$ cat src/rtl/lif_pkg.sv
// rtl/lif_pkg.sv - shared constants and helpers for the LIF neuron layer
package lif_pkg;

    localparam logic [1:0] CFG_THR  = 2'd0;
    localparam logic [1:0] CFG_LEAK = 2'd1;
    localparam logic [1:0] CFG_REF  = 2'd2;
    localparam logic [1:0] CFG_MODE = 2'd3;

    localparam int MODE_SUB = 0;
    localparam int MODE_EN  = 1;

    localparam int LEAK_W = 3;

    // Unsigned add clamped to the largest w-bit value.
    function automatic logic [31:0] sat_add(input logic [31:0] a,
                                            input logic [31:0] b,
                                            input int unsigned w);
        logic [32:0] s;
        logic [32:0] max_v;
        s     = {1'b0, a} + {1'b0, b};
        max_v = (33'd1 << w) - 33'd1;
        return (s > max_v) ? max_v[31:0] : s[31:0];
    endfunction

endpackage

$ cat src/rtl/lif_neuron_core.sv
// rtl/lif_neuron_core.sv - one leaky integrate-and-fire channel
module lif_neuron_core
    import lif_pkg::*;
#(
    parameter int IN_W  = 8,
    parameter int POT_W = 12,
    parameter int REF_W = 3
) (
    input  logic              clk,
    input  logic              rst_n,
    input  logic              step,
    input  logic [IN_W-1:0]   in_cur,
    input  logic [POT_W-1:0]  thr,
    input  logic [LEAK_W-1:0] leak_sh,
    input  logic [REF_W-1:0]  ref_per,
    input  logic              sub_mode,
    output logic [POT_W-1:0]  pot,
    output logic              spike
);

    logic [REF_W-1:0] ref_cnt;
    logic [POT_W-1:0] leaked;
    logic [POT_W-1:0] sum;
    logic             fire;

    // A zero shift would otherwise drain the whole potential, so it means no leak.
    always_comb begin
        leaked = pot;
        if (leak_sh != '0) begin
            leaked = pot - (pot >> leak_sh);
        end
        sum  = POT_W'(sat_add(32'(leaked), 32'(in_cur), POT_W));
        fire = (sum >= thr);
    end

    always_ff @(posedge clk or negedge rst_n) begin
        if (!rst_n) begin
            pot     <= '0;
            ref_cnt <= '0;
            spike   <= 1'b0;
        end else begin
            spike <= 1'b0;
            if (step) begin
                if (ref_cnt != '0) begin
                    ref_cnt <= ref_cnt - REF_W'(1);
                    pot     <= '0;
                end else if (fire) begin
                    spike   <= 1'b1;
                    ref_cnt <= ref_per;
                    pot     <= sub_mode ? (sum - thr) : '0;
                end else begin
                    pot <= sum;
                end
            end
        end
    end

endmodule

$ cat src/rtl/lif_neuron_layer.sv
// rtl/lif_neuron_layer.sv - layer of LIF neurons with shared config, monitor and spike counter
module lif_neuron_layer
    import lif_pkg::*;
#(
    parameter int N_CH    = 4,
    parameter int IN_W    = 8,
    parameter int POT_W   = 12,
    parameter int REF_W   = 3,
    parameter int THR_RST = 200,
    localparam int SEL_W  = (N_CH > 1) ? $clog2(N_CH) : 1
) (
    input  logic                 clk,
    input  logic                 rst_n,
    input  logic                 step_en,
    input  logic [N_CH*IN_W-1:0] in_cur,
    input  logic                 cfg_we,
    input  logic [1:0]           cfg_addr,
    input  logic [POT_W-1:0]     cfg_wdata,
    output logic [N_CH-1:0]      spike,
    input  logic [SEL_W-1:0]     mon_sel,
    output logic [POT_W-1:0]     mon_pot,
    output logic [7:0]           spike_total
);

    logic [POT_W-1:0]  thr;
    logic [LEAK_W-1:0] leak_sh;
    logic [REF_W-1:0]  ref_per;
    logic [1:0]        mode;
    logic              step_act;
    logic [POT_W-1:0]  pot_arr [N_CH];
    logic [7:0]        spike_cnt;

    // Cores see the registered config, so a write in a step cycle takes effect next step.
    always_ff @(posedge clk or negedge rst_n) begin
        if (!rst_n) begin
            thr     <= POT_W'(THR_RST);
            leak_sh <= '0;
            ref_per <= '0;
            mode    <= 2'b10;
        end else if (cfg_we) begin
            case (cfg_addr)
                CFG_THR:  thr     <= cfg_wdata;
                CFG_LEAK: leak_sh <= cfg_wdata[LEAK_W-1:0];
                CFG_REF:  ref_per <= cfg_wdata[REF_W-1:0];
                CFG_MODE: mode    <= cfg_wdata[1:0];
                default:  ;
            endcase
        end
    end

    assign step_act = step_en & mode[MODE_EN];

    for (genvar k = 0; k < N_CH; k++) begin : g_ch
        lif_neuron_core #(
            .IN_W  (IN_W),
            .POT_W (POT_W),
            .REF_W (REF_W)
        ) u_core (
            .clk      (clk),
            .rst_n    (rst_n),
            .step     (step_act),
            .in_cur   (in_cur[k*IN_W +: IN_W]),
            .thr      (thr),
            .leak_sh  (leak_sh),
            .ref_per  (ref_per),
            .sub_mode (mode[MODE_SUB]),
            .pot      (pot_arr[k]),
            .spike    (spike[k])
        );
    end

    always_comb begin
        spike_cnt = '0;
        for (int i = 0; i < N_CH; i++) begin
            spike_cnt = spike_cnt + 8'(spike[i]);
        end
    end

    always_ff @(posedge clk or negedge rst_n) begin
        if (!rst_n) begin
            mon_pot     <= '0;
            spike_total <= '0;
        end else begin
            spike_total <= spike_total + spike_cnt;
            if (int'(mon_sel) < N_CH) begin
                mon_pot <= pot_arr[mon_sel];
            end else begin
                mon_pot <= '0;
            end
        end
    end

endmodule

$ cat config.mk
export PLATFORM = sky130hd
export DESIGN_NAME = lif_neuron_layer
export DESIGN_NICKNAME = d
export VERILOG_FILES = /design/src/rtl/lif_pkg.sv /design/src/rtl/lif_neuron_core.sv /design/src/rtl/lif_neuron_layer.sv
export SDC_FILE = /design/constraint.sdc
export NUM_CORES = 1
export LEC_CHECK = 0
export ABC_AREA = 1
export BUFFER_PORTS_ARGS = -buffer_cell sky130_fd_sc_hd__buf_2
export CORE_AREA = 2 2 211 213
export DETAILED_ROUTE_END_ITERATION = 10
export DIE_AREA = 0 0 213 215
export PLACE_DENSITY_LB_ADDON = 0.1
export SYNTH_ARGS = -nofsm -noshare
export SYNTH_HDL_FRONTEND = slang
export SYNTH_SLANG_ARGS = --single-unit
$ cat constraint.sdc
create_clock -name clk -period 5.5 [get_ports clk]
set_input_delay 0.825 -clock clk [delete_from_list [all_inputs] [get_ports clk]]
set_output_delay 0.825 -clock clk [all_outputs]
set_load 0.02 [all_outputs]
==> results.ini <==
[yosys]
synthTopCellsByArea=dfrtp_1 19%, nand2_1 15%, ha_1 14%, inv_1 7.6%, o21ai_0 7.2%
ys_async_sr_fraction_pct=100.0
ys_types=52
synth.yosys.seq_area_share_pct=19.55
yosys.area.top_type_share_pct=18.76
syn_area_per_cell_um2=6.385
syn-num-nets=2301
synthFlopType=dfrtp_1
synthesis.instances=2089
synth_area_um2=13340
synth_warnings=0
synth-edff-count=0
netlist.top_cell.by_area=dfrtp_1
ys_seq_elements=104

[sta]
setup_ws_ns=-0.08155
rsz0062_at_grt=yes
clock.fmax_mhz=179.2
timing.hold.ws_ns=0.4763
tightest_slew_ns=0.9455
period_minus_slack_ns=5.582
fin_skew_ns=0.01707
slew_headroom_pct=36.90
hold_viol=0
finalSetupViolations=15
report.final.slew_viol_count=0
min_period_over_period_pct=101.5

[cts]
cts_tree=yes
htreeDepth=3
cts_buffers=9
clock_sinks=104
clk_pin_slew_ns=0.09
worstSkewPairLatency_ns=0.39
root_buffer=clkbuf_16
clk_path_buf_depth=2

[run]
maxCapViolCount=0

[grt]
gr-usage-all-layers_pct=24.49
grt_max_degree=56
grt_first_pass_wirelength_um=86330
grt_remaining_overflow=0
antenna_found_initial=0
grt_pass1_vias=15590

[worst_setup_path]
critPathMaxFanout=6
worstPathArrival_ns=5.89
critPathRequiredTime_ns=5.81
cp_slowest_cell=dfrtp_2
path_class=reg -> reg
slowest_delay_ns=0.44
end_kind=register
cp-start-kind=register

[detailed_routing]
wl_per_cell_um=17.52
m1WireLength_um=25700
route.met2.wl_um=27490
top_layer=met4
wl_met3_um=2597
drt_iter0_drc=946
vias=16010
vias_per_cell=4.902
routed_wl_um=57230
antenna_left=0
firstDrtPassIters=5
route.detailed.drc=0

[place]
hpwl_um=44210
portBuffers=75
routabilityCongestion=0.9097

[layout]
final_util_pct=47.85
nFillCells=4431
syn2layout_area_growth_pct=56.56
fin_nets=2881
drive_above_1_share_pct=39.49
insertedDiodeCount=0

[floorplan]
die_area_um2=45800
design.core.area_um2=43640
die_w_um=213
start_util_pct=30.56
io_pins=76
rows=77
dieHeight_um=215

[status]
status=finished with violations
violations=negative setup slack

[hold_path]
min-delay-path-class=reg -> reg

## per-stage QoR
stage / std cells / cell area [um2] / setup TNS, ns / worst slack (ns)
2_1_floorplan: 2089 / 13340 / 0 / 0.01039
3_3_place_gp: 3168 / 17770 / -22.10 / -0.6966
3_5_place_dp: 3168 / 17770 / -22.05 / -0.6787
4_1_cts: 3213 / 18820 / -0.09235 / -0.02474
5_1_grt: 3266 / 20880 / -16.54 / -0.4555
6_report: 3266 / 20880 / -0.6897 / -0.08155
## path summary, 6_finish.rpt
path | from | to | slack [ns] | depth (start not counted)
min in group asynchronous | rst_n | mon_pot[7] | 0.50 | 1
max in group asynchronous | rst_n | thr[10] | 3.84 | 2
worst max-delay path | leak_sh[0] | g_ch[2].u_core.pot[6] | -0.08 | 35
worst max register to register | leak_sh[0] | g_ch[2].u_core.pot[6] | -0.08 | 35
worst min register to register | spike_total[7] | spike_total[7] | 0.48 | 1
worst min-delay path | spike_total[7] | spike_total[7] | 0.48 | 1
## area by class of cell
cell class,count,area [um2],area share (%)
Clock buffer,9,225.2,1.078
Clock inverter,7,97.59,0.4673
Inverter,276,1046,5.009
Multi-Input combinational cell,1645,11240,53.84
Sequential cell,104,2610,12.50
Tap cell,592,740.7,3.547
Timing Repair Buffer,633,4920,23.56
## timing repair
action,in CTS,in global routing
hold buffers,0,0
endpoints found under the setup margin,64,64
gates cloned,4,5
setup buffers,25,50
gates resized for setup,163,419
pin swaps,46,145
## synthesized netlist by cell type (9+ instances only)
| cell type | count |
|---|---|
| a21oi_1 | 177 |
| a31oi_1 | 15 |
| clkbuf_1 | 43 |
| dfrtp_1 | 100 |
| fa_1 | 15 |
| ha_1 | 145 |
| inv_1 | 270 |
| nand2_1 | 541 |
| nand2_2 | 16 |
| nand3_1 | 112 |
| nand4_1 | 26 |
| nor2_1 | 182 |
| nor3_1 | 18 |
| o211ai_1 | 24 |
| o21ai_0 | 192 |
| o21bai_1 | 12 |
| o22ai_1 | 15 |
| or2_2 | 9 |
| xnor2_1 | 46 |
| xor2_1 | 31 |
## flip-flops by register name, summed over array words and instances (netlist names)
| register | count |
|---|---|
| g_ch.u_core.spike | 4 |
| leak_sh | 3 |
| spike_total | 8 |
| g_ch.u_core.pot | 48 |
| mode | 2 |
| mon_pot | 12 |
| thr | 12 |
| ref_per | 3 |
| g_ch.u_core.ref_cnt | 12 |
## layer usage
layer / vias up / global-route usage, %
met3: 76 / 2.967
met2: 348 / 41.16
met4: 0 / 6.900
li1: 8059 / -
met1: 7526 / 32.81
met5: - / 0
## worst max-delay path, delay by kind of cell (launching register included)
| family | cells | cell delay (ns) |
|---|---|---|
| XOR/XNOR | 2 | 0.38 |
| flip-flops | 1 | 0.44 |
| adder cells (fa/ha/maj) | 3 | 0.89 |
| buffers and inverters | 11 | 1.48 |
| multiplexers | 1 | 0.11 |
| AND/OR/NAND/NOR | 8 | 0.81 |
| AO/OA/AOI/OAI | 10 | 1.40 |
## cell usage in the layout (no fill, tap or decap), types with 6 or more instances in the layout
cell type    n
nor2_2      21
buf_4      511
nor2_1     150
nand2_4     27
buf_2       74
inv_2       21
nor3_1      10
o21ai_4      6
nand3_1     89
o21bai_1     7
or2_2        8
clkbuf_16   13
buf_12       9
ha_4        31
xnor2_1     38
a21oi_2     66
buf_8        6
xor2_1      29
buf_6       28
nor2_4      16
nor3_2       6
nand2_2     62
ha_1       110
nand2_1    467
o22ai_1     15
o21ai_0     91
xnor2_2      6
inv_1      251
a21oi_1    108
nand4_1     26
nand3_4      8
o21ai_2     46
a31oi_1     12
nand3_2     22
fa_2        10
o211ai_1    24
o21ai_1     56
dfrtp_1     98
## kinds of logic (layout without fill, tap and decap cells)
| logic type | count (synthesis) | count (layout) | synth area share [%] |
|---|---|---|---|
| AO/OA/AOI/OAI | 476 | 476 | 19.85 |
| XOR/XNOR | 77 | 77 | 5.056 |
| adder cells (fa/ha/maj) | 160 | 160 | 15.85 |
| buffers and inverters | 340 | 925 | 10.14 |
| flip-flops | 104 | 104 | 19.55 |
| multiplexers | 7 | 7 | 0.5253 |
| AND/OR/NAND/NOR | 925 | 925 | 29.03 |
Power is not shown: default switching activity piles up to over one toggle a cycle in this logic, so the estimate is an artifact.
